### config.mk
export PLATFORM = sky130hd
export DESIGN_NAME = demo_dma_lite_slave
export DESIGN_NICKNAME = d
export VERILOG_FILES = /design/src/rtl/demo_dma_lite_slave.sv
export SDC_FILE = /design/constraint.sdc
export NUM_CORES = 1
export LEC_CHECK = 0
export ABC_AREA = 1
export BUFFER_PORTS_ARGS = -buffer_cell sky130_fd_sc_hd__clkbuf_2
export CORE_MARGIN = 3
export CORE_UTILIZATION = 53
export DETAILED_ROUTE_END_ITERATION = 16
export PLACE_DENSITY = 0.89
export SLEW_MARGIN = 15
export SYNTH_ARGS = -nofsm -noshare
export SYNTH_HDL_FRONTEND = slang
export SYNTH_SLANG_ARGS = --single-unit
export TNS_END_PERCENT = 20
### constraint.sdc
create_clock -name clk -period 7.6 [get_ports clk]
set_input_delay 0.38 -clock clk [delete_from_list [all_inputs] [get_ports clk]]
set_output_delay 0.38 -clock clk [all_outputs]
set_load 0.05 [all_outputs]
### src/rtl/demo_dma_lite_slave.sv
// AXI4-Lite register slave modelling a simple-mode DMA (MM2S + S2MM channels).
// LENGTH writes launch the stream movers; done pulses update status and interrupts.
module demo_dma_lite_slave #(
    parameter int ADDR_WIDTH = 32,
    parameter int DATA_WIDTH = 32
) (
    input  logic                  clk,
    input  logic                  rst,
    input  logic [ADDR_WIDTH-1:0] i_s_axi_lite_awaddr,
    input  logic                  i_s_axi_lite_awvalid,
    output logic                  o_s_axi_lite_awready,
    input  logic [DATA_WIDTH-1:0] i_s_axi_lite_wdata,
    input  logic                  i_s_axi_lite_wvalid,
    output logic                  o_s_axi_lite_wready,
    output logic [1:0]            o_s_axi_lite_bresp,
    output logic                  o_s_axi_lite_bvalid,
    input  logic                  i_s_axi_lite_bready,
    input  logic [ADDR_WIDTH-1:0] i_s_axi_lite_araddr,
    input  logic                  i_s_axi_lite_arvalid,
    output logic                  o_s_axi_lite_arready,
    output logic [DATA_WIDTH-1:0] o_s_axi_lite_rdata,
    output logic [1:0]            o_s_axi_lite_rresp,
    output logic                  o_s_axi_lite_rvalid,
    input  logic                  i_s_axi_lite_rready,
    output logic                  o_mm2s_start,
    output logic                  o_s2mm_start,
    output logic [31:0]           o_mm2s_addr,
    output logic [31:0]           o_s2mm_addr,
    output logic [22:0]           o_mm2s_len,
    output logic [22:0]           o_s2mm_len,
    input  logic                  i_mm2s_done,
    input  logic                  i_s2mm_done,
    output logic                  o_mm2s_introut,
    output logic                  o_s2mm_introut
);

    logic        r_live;
    logic        r_awHeld, r_wHeld;
    logic [7:0]  r_awAddr;
    logic [31:0] r_wData;
    logic        r_bvalid, r_rvalid;
    logic [1:0]  r_bresp, r_rresp;
    logic [31:0] r_rdata;

    // Per-channel state, index 0 = MM2S, index 1 = S2MM
    logic [1:0]  r_rs, r_irqEn, r_idle, r_intErr, r_iocIrq, r_softRst, r_start;
    logic [31:0] r_addr [2];
    logic [22:0] r_len  [2];

    logic        w_awHs, w_wHs, w_arHs, w_commit;
    logic        w_wrCh, w_rdCh, w_wrMapped, w_rdMapped;
    logic [7:0]  w_wrOff, w_rdOff, w_rdAddr;
    logic [31:0] w_rdValue;
    logic [1:0]  w_done;
    logic        w_unusedAddr;

    assign o_s_axi_lite_awready = r_live && !r_awHeld && !r_bvalid;
    assign o_s_axi_lite_wready  = r_live && !r_wHeld && !r_bvalid;
    assign o_s_axi_lite_arready = r_live && !r_rvalid;
    assign o_s_axi_lite_bvalid  = r_bvalid;
    assign o_s_axi_lite_bresp   = r_bresp;
    assign o_s_axi_lite_rvalid  = r_rvalid;
    assign o_s_axi_lite_rresp   = r_rresp;
    assign o_s_axi_lite_rdata   = r_rdata;

    assign w_awHs   = i_s_axi_lite_awvalid && o_s_axi_lite_awready;
    assign w_wHs    = i_s_axi_lite_wvalid && o_s_axi_lite_wready;
    assign w_arHs   = i_s_axi_lite_arvalid && o_s_axi_lite_arready;
    assign w_commit = r_awHeld && r_wHeld;
    assign w_done   = {i_s2mm_done, i_mm2s_done};
    assign w_rdAddr = i_s_axi_lite_araddr[7:0];
    assign w_unusedAddr = &{1'b0, i_s_axi_lite_awaddr[ADDR_WIDTH-1:8], i_s_axi_lite_araddr[ADDR_WIDTH-1:8]};

    assign o_mm2s_start   = r_start[0];
    assign o_s2mm_start   = r_start[1];
    assign o_mm2s_addr    = r_addr[0];
    assign o_s2mm_addr    = r_addr[1];
    assign o_mm2s_len     = r_len[0];
    assign o_s2mm_len     = r_len[1];
    assign o_mm2s_introut = r_iocIrq[0] & r_irqEn[0];
    assign o_s2mm_introut = r_iocIrq[1] & r_irqEn[1];

    // Both channels share one layout, so decode to (channel, offset) and compare offsets
    always_comb begin
        w_wrCh     = (r_awAddr >= 8'h30);
        w_wrOff    = r_awAddr - (w_wrCh ? 8'h30 : 8'h00);
        w_wrMapped = (w_wrOff == 8'h00) || (w_wrOff == 8'h04) || (w_wrOff == 8'h18) || (w_wrOff == 8'h28);
        w_rdCh     = (w_rdAddr >= 8'h30);
        w_rdOff    = w_rdAddr - (w_rdCh ? 8'h30 : 8'h00);
        w_rdMapped = (w_rdOff == 8'h00) || (w_rdOff == 8'h04) || (w_rdOff == 8'h18) || (w_rdOff == 8'h28);
    end

    always_comb begin
        w_rdValue = '0;
        case (w_rdOff)
            8'h00:   w_rdValue = {19'b0, r_irqEn[w_rdCh], 11'b0, r_rs[w_rdCh]};
            8'h04:   w_rdValue = {19'b0, r_iocIrq[w_rdCh], 7'b0, r_intErr[w_rdCh], 2'b0,
                                  r_idle[w_rdCh], !r_rs[w_rdCh]};
            8'h18:   w_rdValue = r_addr[w_rdCh];
            8'h28:   w_rdValue = {9'b0, r_len[w_rdCh]};
            default: w_rdValue = '0;
        endcase
    end

    always_ff @(posedge clk or posedge rst) begin
        if (rst) begin
            r_live   <= 1'b0;
            r_awHeld <= 1'b0;
            r_wHeld  <= 1'b0;
            r_awAddr <= '0;
            r_wData  <= '0;
            r_bvalid <= 1'b0;
            r_bresp  <= 2'b00;
            r_rvalid <= 1'b0;
            r_rresp  <= 2'b00;
            r_rdata  <= '0;
        end else begin
            r_live <= 1'b1;
            if (w_awHs) begin
                r_awHeld <= 1'b1;
                r_awAddr <= i_s_axi_lite_awaddr[7:0];
            end
            if (w_wHs) begin
                r_wHeld <= 1'b1;
                r_wData <= i_s_axi_lite_wdata;
            end
            if (w_commit) begin
                r_awHeld <= 1'b0;
                r_wHeld  <= 1'b0;
                r_bvalid <= 1'b1;
                r_bresp  <= w_wrMapped ? 2'b00 : 2'b10;
            end else if (r_bvalid && i_s_axi_lite_bready) begin
                r_bvalid <= 1'b0;
            end
            if (w_arHs) begin
                r_rvalid <= 1'b1;
                r_rdata  <= w_rdValue;
                r_rresp  <= w_rdMapped ? 2'b00 : 2'b10;
            end else if (r_rvalid && i_s_axi_lite_rready) begin
                r_rvalid <= 1'b0;
            end
        end
    end

    // Later statements take priority: done beats W1C, and a pending soft reset beats everything
    always_ff @(posedge clk or posedge rst) begin
        if (rst) begin
            r_rs      <= '0;
            r_irqEn   <= '0;
            r_idle    <= '1;
            r_intErr  <= '0;
            r_iocIrq  <= '0;
            r_softRst <= '0;
            r_start   <= '0;
            for (int c = 0; c < 2; c++) begin
                r_addr[c] <= '0;
                r_len[c]  <= '0;
            end
        end else begin
            r_start   <= '0;
            r_softRst <= '0;
            for (int c = 0; c < 2; c++) begin
                if (w_commit && (w_wrCh == c[0])) begin
                    case (w_wrOff)
                        8'h00: begin
                            r_rs[c]      <= r_wData[0];
                            r_irqEn[c]   <= r_wData[12];
                            r_softRst[c] <= r_wData[2];
                        end
                        8'h04: begin
                            if (r_wData[4])  r_intErr[c] <= 1'b0;
                            if (r_wData[12]) r_iocIrq[c] <= 1'b0;
                        end
                        8'h18: r_addr[c] <= r_wData;
                        8'h28: begin
                            r_len[c] <= r_wData[22:0];
                            if (r_rs[c] && r_idle[c] && (r_wData[22:0] != 23'd0)) begin
                                r_idle[c]  <= 1'b0;
                                r_start[c] <= 1'b1;
                            end else begin
                                r_intErr[c] <= 1'b1;
                            end
                        end
                        default: ;
                    endcase
                end
                if (w_done[c] && !r_idle[c]) begin
                    r_idle[c]   <= 1'b1;
                    r_iocIrq[c] <= 1'b1;
                end
                if (r_softRst[c]) begin
                    r_rs[c]     <= 1'b0;
                    r_irqEn[c]  <= 1'b0;
                    r_idle[c]   <= 1'b1;
                    r_intErr[c] <= 1'b0;
                    r_iocIrq[c] <= 1'b0;
                    r_start[c]  <= 1'b0;
                    r_addr[c]   <= '0;
                    r_len[c]    <= '0;
                end
            end
        end
    end

endmodule

-- Yosys cells after proc, flatten, opt, wreduce, memory -nomap -nowiden
Cells that the tools add are included.
- magnitude comparators: 4
- equality and inequality tests: 10
- bitwise gates (word level): 4
- mux-type cells: 87
- $add $sub $neg: 2
- reduce and logical (&&, ||, !) cells: 71
- operators by type and width (cell ; count):
    $mux 32 ; 8
    $mux 23 ; 8
    $pmux 32 s4 ; 1
    $mux 1 ; 64
    $reduce_bool 3->1 ; 12
    $reduce_bool 2->1 ; 12
    $reduce_bool 23->1 ; 1
    $logic_and 1x1->1 ; 19
    $eq 8x3->1 const B ; 2
    $eq 8x5->1 const B ; 2
    $eq 8x6->1 const B ; 2
    $ge 8x6->1 const B ; 2
    $logic_not 8->1 ; 2
    $sub 8x6->8 ; 2
    $mux 6 ; 2
    $ne 3x3->1 const B ; 4
    $reduce_and 2->1 ; 6
    $reduce_and 3->1 ; 4
    $reduce_and 4->1 ; 2
    $logic_not 1->1 ; 7
    $logic_or 1x1->1 ; 6
    $mux 2 ; 2
    $pmux 1 s2 ; 2
    $and 1x1->1 ; 2
    4 further kinds ; 4
- input bits: 105
- word-level logic and storage cells: 204
- flip-flop bits (word level): 205
- output and inout bits: 155

-- Longest topological paths before layout
Gate-level depths: netlist of the first run.
- depth in word-level cells: 8
- depth in mapped cells: 20

-- Worst setup path before layout of the first run
Ideal clock, no wire load.
- path type: register to register
- from: register r_bvalid, in the netlist o_s_axi_lite_bvalid
- to: register r_wData[10]
- data arrival time: 2.513 ns
- stages on the path, launching flop included: 7
- buffers on the path: 2
- library setup time: 0.133 ns
- setup slack: 4.954 ns
- cell sequence: dfrtp_1 -> nor3_1 -> nand2_1 -> clkbuf_1 -> clkbuf_1 -> nor2_1 -> a21oi_1
- cells in the longest elaborated chain, start to end: 3
- RTL lines (item ; line ; source):
    from (decl) ; 41 ; logic r_bvalid, r_rvalid;
    from (signal assigned) ; 112 ; r_bvalid <= 1'b0;
    from (signal assigned) ; 130 ; r_bvalid <= 1'b1;
    from (signal assigned) ; 133 ; r_bvalid <= 1'b0;
    $logic_not 1->1 ; 58 ; assign o_s_axi_lite_wready = r_live && !r_wHeld && !r_bvalid;
    $logic_and 1x1->1 ; 58 ;
    via o_s_axi_lite_wready ; 14 ; output logic o_s_axi_lite_wready,
    $logic_and 1x1->1 ; 67 ; assign w_wHs = i_s_axi_lite_wvalid && o_s_axi_lite_wready;
    to (signal assigned) ; 125 ; r_wData <= i_s_axi_lite_wdata;
    to (decl) ; 40 ; logic [31:0] r_wData;
The timed path passes the listed nets, and every way through them passes these cells.
A chain may end at the register's enable or synchronous reset.

-- Worst setup path in the final report of the first run
- from: register r_awAddr[5]
- to: register r_addr (netlist bit o_mm2s_addr[21])
- cells in the longest elaborated chain, start to end: 6
- elaborated cells between the ends (all ways): 9
- those cells by class: 1 x add/sub; 1 x order compare; 1 x eq/ne; 1 x mux; 1 x bitwise; 4 x reduce/logical
- RTL lines (item ; line ; source):
    from (decl) ; 39 ; logic [7:0] r_awAddr;
    from (signal assigned) ; 121 ; r_awAddr <= i_s_axi_lite_awaddr[7:0];
    $ge 8x6->1 ; 85 ; w_wrCh = (r_awAddr >= 8'h30);
    $mux 6 ; 86 ; w_wrOff = r_awAddr - (w_wrCh ? 8'h30 : 8'h00);
    $sub 8x6->8 ; 86 ;
    $eq 8x5->1 ; 164 ; case (w_wrOff)
    $reduce_bool 2->1 (no line) ; n/a ;
    $reduce_and 2->1 (no line) (*) ; n/a ;
    to (signal, indexed assignment) ; 174 ; 8'h18: r_addr[c] <= r_wData;
    to (decl) ; 47 ; logic [31:0] r_addr [2];
Every way passes the cells marked *; elsewhere a longest branch is shown, timed or not.

==> impl_results.rst, run 1 <==
.. list-table::
   :header-rows: 1

   * - Metric
     - Value
   * - Half-perimeter wire length after placement
     - 17670 um
   * - Total number of yosys warnings
     - 0
   * - Leading post-synthesis cells by cell area
     - dfrtp_1 53%, nand2_1 12%, o21ai_0 6.2%
   * - Maximum capacitance violations
     - 0
   * - Share of the clock period used by the worst path after layout
     - 0.4411
   * - Post-Route Utilization
     - 0.6535
   * - Number of buffers created by CTS
     - 23
   * - Transition time at the pin with the least slew margin
     - 1.087 ns
   * - Number of global-route vias before repair
     - 8395
   * - Largest net degree at the start of global routing
     - 141
   * - Aggregate negative setup slack
     - 0 ns
   * - Primary FF master, synth
     - dfrtp_1
   * - Initial core utilization
     - 0.5436
   * - Layout overhead on the synthesized area
     - 20.21%
   * - Skew-Pair Late Insertion Delay
     - 0.49 ns
   * - Data required, critical path
     - 7.95 ns
   * - Number of flops mapped to enable cells by yosys
     - 0
   * - Fraction of registers with async set or reset after synthesis
     - 1.000
   * - Fraction of synthesized cell area taken by the top area cell type
     - 0.5331
   * - Critical Path Source Type
     - flop
   * - Maximum clock frequency
     - 298.3 MHz
   * - Clock tree from TritonCTS
     - built
   * - Top-level port count
     - 260
   * - Detailed-routing iteration count for the pre-antenna-repair pass
     - 5
   * - Sequential element share of the synthesized area
     - 0.5387
   * - Final weighted congestion of routability-driven global placement
     - 0.8766
   * - Final critical-path required period
     - 3.353 ns
   * - Floorplan core area
     - 17360 sq um
   * - Count of fill cells added during filler insertion
     - 1439
   * - Post-Route Skew
     - 0.005814 ns
   * - Number of buffers inserted by port buffering
     - 209
   * - Remaining routing DRC violations
     - 0
   * - Static leakage power
     - 6.179 nW
   * - Critical-path maximum fanout
     - 25
   * - Clock Path Buffers
     - 3
   * - Area of the multi-input gates
     - 3486 sq um
   * - Antenna diode instance count
     - 0
   * - Post-DR vias/cell
     - 5.380
   * - Worst VDD drop
     - 252.9 uV
   * - Clock tree root buffer cell
     - clkbuf_16
   * - Tightest Hold Check Type
     - in -> async
   * - Hold Fails Final Rpt
     - 0
   * - Library cell with the largest summed area after synthesis
     - dfrtp_1
   * - Total length of routed wires
     - 26680 um
   * - Count of mapped cells out of synthesis
     - 1178
   * - Count of distinct cell types in the synthesized netlist
     - 37
   * - Reg clk slew, reported paths
     - 0.06 ns
   * - Final setup violation count
     - 0
   * - Total of hold buffers inserted after clock tree synthesis
     - 0
   * - Die area
     - 19440 sq um
   * - WL per Instance
     - 16.63 um
   * - Post-CTS setup repair buffer count
     - 0
   * - Worst rel slew slack
     - 0.2751
   * - Cells resized by post-CTS repair
     - 0
   * - Number of vias in the routed layout
     - 8630
   * - Crit path arrival time
     - 3.70 ns
   * - Number of sinks on the clock net
     - 203
   * - Row Count
     - 48
   * - R2r setup slk
     - 4.25 ns
   * - Grt total ovfl
     - 0
   * - Sequential cell area in the final layout
     - 5082 sq um
   * - Pins Over Slew Limit
     - 0
   * - First-pass GRT wire length
     - 43130 um
   * - Initial antenna violation count
     - 0
   * - Setup repair after global routing missed its margin
     - false
   * - DIE HEIGHT
     - 139.4 um
   * - Crit path kind
     - reg -> reg
   * - X dimension of the die
     - 139.4 um
   * - Synthesized area per cell
     - 8.010 sq um
   * - Critical Path End Type
     - flop
   * - Number of routed nets with antenna violations
     - 0
   * - Total global routing track utilization
     - 0.2696
   * - Iteration-0 DRC count of the detailed router
     - 748
   * - Areal power density over the cells
     - 323.9 nW/um^2
   * - CTS H-Tree Depth
     - 1
   * - Layout cell share with drive strength beyond 1
     - 0.2096
   * - Mapped cell area
     - 9435 sq um
   * - Number of nets at the end of the flow
     - 1476
   * - Number of register bits inferred by synthesis
     - 203
   * - Outcome
     - finished, final reports clean
[through the flow]
step	cell area (sq um)	cells	worst slack (ns)	hold WS, ns	power [mW]
floorplan	9439	1179	1.684	0.4364	2.262
global placement	10550	1565	4.092	0.4505	2.518
detailed placement	10550	1565	3.923	0.4571	2.566
CTS	11310	1603	4.234	0.06911	3.684
global route	11340	1604	4.056	0.08240	3.874
finish	11340	1604	4.247	0.03166	3.674
[Yosys cell counts (7+ instances only)]
cell type,n
buf_2,17
nand3_1,54
o22ai_1,8
nand4_1,14
o21ai_0,117
dfrtp_1,201
inv_1,145
clkbuf_1,22
nand2_1,301
buf_6,7
inv_2,7
o21ai_1,35
a21oi_1,62
nor2_1,133
[worst max-delay path, cell delays in order, from the launching register on]
cell and delay [ns]:
dfrtp_1 0.43, nand2_1 0.11, nand2_2 0.08, ha_1 0.19, inv_1 0.09, fa_1 0.46, nor3_1 0.25, nand2_2 0.13
nor2_4 0.63, nor2_4 0.16, inv_2 0.49, o21ai_0 0.16
[layer usage]
layer  GRT usage  vias to the layer above  part of all wire
met4     0.08187                        0             0.022
li1            -                     4073                 -
met5           0                        -                 0
met3     0.04536                       52              0.10
met2      0.4471                      443              0.48
met1      0.3670                     4062              0.39
[worst paths after layout]
check,start,end,cells after the start
max in group asynchronous,rst,r_wData[24],3
min,rst,o_s_axi_lite_rvalid,2
max reg2reg,r_awAddr[5],o_mm2s_addr[21],11
min in group clk,i_s_axi_lite_bready,o_s_axi_lite_bvalid,2
min reg2reg,r_intErr[1],r_intErr[1],2
max,r_awAddr[5],o_mm2s_addr[21],11
[registers in the layout, indices dropped and copies added, names as in the netlist, 8 cells and up]
register and cells:
o_s2mm_len 23, o_mm2s_len 23, o_s_axi_lite_rdata 32, o_s2mm_addr 32, r_wData 32, r_awAddr 8, o_mm2s_addr 32
[placed cells by master, fill, tap and decap left out, types with 8 or more instances in the layout]
| cell | count |
|---|---|
| buf_4 | 8 |
| nand4_1 | 14 |
| a21oi_1 | 62 |
| o21ai_1 | 35 |
| inv_1 | 144 |
| nand3_1 | 54 |
| clkbuf_2 | 209 |
| nand2_1 | 300 |
| dfrtp_1 | 201 |
| clkbuf_16 | 23 |
| o21ai_0 | 117 |
| nor2_1 | 133 |
| o22ai_1 | 8 |
[power by group]
group          total (mW)  internal, mW  switching (mW)
clock                1.12         0.700           0.419
combinational        1.14         0.273           0.863
sequential           1.42          1.29           0.134
total                3.67          2.26            1.42
[layout make-up]
cell class,count,area share
clock buffers,31,0.05780
clock inverters,7,0.009708
inverters,155,0.05229
multi-input cells,765,0.3073
flip-flops and latches,203,0.4481
well taps,225,0.02482
repair buffers,218,0.09995
[cell families (layout without fill, tap and decap cells)]
logic type / count (synthesis) / in the layout / synth area share
AO/OA/AOI/OAI: 225 / 225 / 0.1213
XOR/XNOR: 1 / 1 / 0.0009284
adder cells (fa/ha/maj): 5 / 5 / 0.007426
buffers and inverters: 211 / 411 / 0.09455
flip-flops: 203 / 203 / 0.5387
multiplexers: 7 / 7 / 0.008221
other: 2 / 3 / 0.0007959
AND/OR/NAND/NOR: 524 / 524 / 0.2281
Note: power is estimated with default switching activity, not from simulation.
==> run 2, diff against run 1 <==
--- a/config.mk
+++ b/config.mk
@@ -8,9 +8,9 @@
 export ABC_AREA = 1
 export BUFFER_PORTS_ARGS = -buffer_cell sky130_fd_sc_hd__clkbuf_2
 export CORE_MARGIN = 3
-export CORE_UTILIZATION = 53
+export CORE_UTILIZATION = 48
 export DETAILED_ROUTE_END_ITERATION = 16
-export PLACE_DENSITY = 0.89
+export PLACE_DENSITY = 0.85
 export SLEW_MARGIN = 15
 export SYNTH_ARGS = -nofsm -noshare
 export SYNTH_HDL_FRONTEND = slang
==> constraint.sdc (replaced) <==
create_clock -name clk -period 2.7 [get_ports clk]
set_input_delay 0.135 -clock clk [delete_from_list [all_inputs] [get_ports clk]]
set_output_delay 0.135 -clock clk [all_outputs]
set_load 0.05 [all_outputs]
==> run 2 against run 1 <==
  * Clock skew is 0.0061 ns higher
  * Cell area is 5.9% higher
  * Critical path depth is 1 higher
==> impl_results.rst, run 2 (same netlist as run 1, synthesis figures left out) <==
.. list-table::
   :header-rows: 1

   * - Metric
     - Value
   * - Outcome
     - finished, final reports clean
   * - Antenna diode instance count
     - 0
   * - Leading cell type in the layout, fill and taps excluded
     - nand2_1
   * - Floorplan core area
     - 19020 sq um
   * - Bufs and invs on worst path
     - 3
   * - Areal power density over the cells
     - 869.8 nW/um^2
   * - Skew-Pair Late Insertion Delay
     - 0.50 ns
   * - Number of buffers created by CTS
     - 22
   * - Launching element of the worst setup path
     - r_awAddr[7]
   * - Part of the power in the clock network
     - 0.300
   * - Maximum capacitance violations
     - 0
   * - Non-filler instance count after layout
     - 1698
   * - Relative contribution of sequential cells to total power
     - 0.383
   * - Initial core utilization
     - 0.4961
   * - CP max stage delay
     - 0.49 ns
   * - Top-level port count
     - 260
   * - Post-DR vias/cell
     - 5.169
   * - Slowest library cell on the worst path
     - fa_1
   * - X dimension of the die
     - 146.2 um
   * - Data required, critical path
     - 3.07 ns
   * - Number of buffers inserted by port buffering
     - 209
   * - Number of stages on the worst setup path
     - 12
   * - Largest net degree at the start of global routing
     - 117
   * - Iteration-0 DRC count of the detailed router
     - 523
   * - Hold Fails Final Rpt
     - 0
   * - Share of the clock period used by the worst path after layout
     - 0.9450
   * - Final critical-path required period
     - 2.551 ns
   * - Clock tree from TritonCTS
     - built
   * - Row Count
     - 50
   * - Critical Path Source Type
     - flop
   * - Number of sinks on the clock net
     - 203
   * - Fraction of power spent switching nets
     - 0.3899
   * - CTS H-Tree Depth
     - 1
   * - Post-Route Skew
     - 0.01195 ns
   * - Logic pwr share
     - 0.317
   * - Crit path kind
     - reg -> reg
   * - First-pass GRT wire length
     - 44450 um
   * - Maximum clock frequency
     - 391.9 MHz
   * - Static leakage power
     - 6.445 nW
   * - Detailed-routing iteration count for the pre-antenna-repair pass
     - 5
   * - Grt total ovfl
     - 0
   * - Final setup violation count
     - 0
   * - Initial antenna violation count
     - 0
   * - Die area
     - 21370 sq um
   * - Tightest Hold Check Type
     - in -> reg
   * - Final weighted congestion of routability-driven global placement
     - 0.8721
   * - Worst path cell trace
     - nor2_1 > nand2_2 > ha_1 > inv_1 > fa_1 > nor3_2 > nand2_2 > nor2_4 > nor2_4 > inv_2 > buf_12 > o21ai_0
   * - Half-perimeter wire length after placement
     - 18760 um
   * - Worst-case hold slack
     - 0.08150 ns
   * - Transition time at the pin with the least slew margin
     - 1.073 ns
   * - Crit path arrival time
     - 2.92 ns
   * - Total global routing track utilization
     - 0.2526
   * - Critical-path maximum fanout
     - 23
   * - Setup repair after global routing missed its margin
     - false
   * - Pins Over Slew Limit
     - 0
   * - Design internal power
     - 6.375 mW
   * - Placed cell area
     - 10770 sq um
   * - Cell count after placement
     - 1613
   * - Clock Path Buffers
     - 3
   * - Worst rel slew slack
     - 0.2844
   * - Post-route standard cell area excluding fillers
     - 12010 sq um
   * - Number of global-route vias before repair
     - 8699
   * - Worst Slack Setup Final
     - 0.1485 ns
   * - Count of fill cells added during filler insertion
     - 1619
   * - Critical register-to-register path endpoint
     - o_mm2s_addr[21]
   * - Layout cell share with drive strength beyond 1
     - 0.2135
   * - NetSw
     - 4.073 mW
   * - End point of the critical path
     - o_mm2s_addr[21]
   * - Most frequent cells in the layout
     - 299 x nand2_1, 209 x clkbuf_2, 200 x dfrtp_1, 144 x inv_1, 131 x nor2_1
   * - Worst VDD drop
     - 640.2 uV
   * - Source of the worst register-to-register timing path
     - r_awAddr[7]
   * - DP Worst Slack
     - 0.09454 ns
   * - Layout overhead on the synthesized area
     - 27.30%
   * - Number of vias in the routed layout
     - 8777
   * - Reg clk slew, reported paths
     - 0.06 ns
   * - Number of nets at the end of the flow
     - 1533
   * - Logic depth of the worst register-to-register path
     - 12
   * - WL per Instance
     - 16.20 um
   * - Critical Path End Type
     - flop
   * - Clock tree root buffer cell
     - clkbuf_16
   * - R2r setup slk
     - 0.15 ns
   * - DIE HEIGHT
     - 146.2 um
   * - Overall Power
     - 10.45 mW
   * - Kind of cell with the highest combined delay on the critical path
     - simple AND/OR/NAND/NOR gates
   * - Total length of routed wires
     - 27510 um
   * - Number of routed nets with antenna violations
     - 0
   * - Remaining routing DRC violations
     - 0
==> run 2: final cells by class <==
cell class                      instances  area, sq um  area share
Clock buffer                           29        628.1     0.05229
Clock inverter                         10        127.6     0.01062
Inverter                              155        589.3     0.04906
Multi-Input combinational cell        765         3498      0.2913
Sequential cell                       203         5084      0.4232
Tap cell                              260        325.3     0.02708
Timing Repair Buffer                  276         1759      0.1465
==> run 2: power groups by stage <==
stage / Clock, mW / Combinational, mW / Sequential, mW
floorplan: 0 / 1.49 / 4.88
global placement: 0 / 3.11 / 4.01
detailed placement: 0 / 3.21 / 4.04
CTS: 3.18 / 3.27 / 3.99
global route: 3.32 / 3.63 / 4.06
finish: 3.14 / 3.31 / 4.00
==> run 2: timing repair <==
| item | 4_1_cts | 5_1_grt |
|---|---|---|
| endpoints found under the hold margin | 70 | 0 |
| hold buffers | 46 | 0 |
| setup buffers | 0 | 0 |
| resized for setup | 0 | 7 |
| endpoints found under the setup margin | 0 | 38 |
==> run 2: how the worst min path moves through the flow <==
| stage | slack, ns | to | startpoint | depth (start not counted) |
|---|---|---|---|---|
| after floorplan | 0.23 | o_s_axi_lite_rvalid | i_s_axi_lite_rready | 1 |
| after global placement | 0.24 | o_s_axi_lite_rdata[5] | rst | 2 |
| after detailed placement | 0.25 | o_s_axi_lite_rdata[5] | rst | 2 |
| after CTS | 0.06 | o_s_axi_lite_rresp[1] | i_s_axi_lite_araddr[0] | 7 |
| after global routing | 0.12 | o_s_axi_lite_rresp[1] | i_s_axi_lite_araddr[0] | 7 |
| final | 0.08 | o_s_axi_lite_rresp[1] | i_s_axi_lite_araddr[0] | 7 |
==> run 2: layer usage <==
layer  vias up  track usage  wire, um
met5         -            0         0
met4         0      0.09454       889
met3        70      0.04345      2023
met2       379       0.4070     12800
met1      4125       0.3455     11790
li1       4203            -         -
==> run 2: metrics by stage <==
step | utilization | TNS [ns]
after floorplan | - | -12.80
after global placement | 0.5665 | 0
after detailed placement | 0.5665 | 0
after CTS | 0.6305 | 0
after global routing | 0.6316 | 0
final | 0.6316 | 0
==> run 2: worst register-to-register path: cells and delay by family, from the launching register on <==
| family | cells | cell delay (ns) |
|---|---|---|
| AND/OR/NAND/NOR | 6 | 0.86 |
| adder cells (fa/ha/maj) | 2 | 0.69 |
| flip-flops | 1 | 0.39 |
| buffers and inverters | 3 | 0.38 |
| AO/OA/AOI/OAI | 1 | 0.11 |
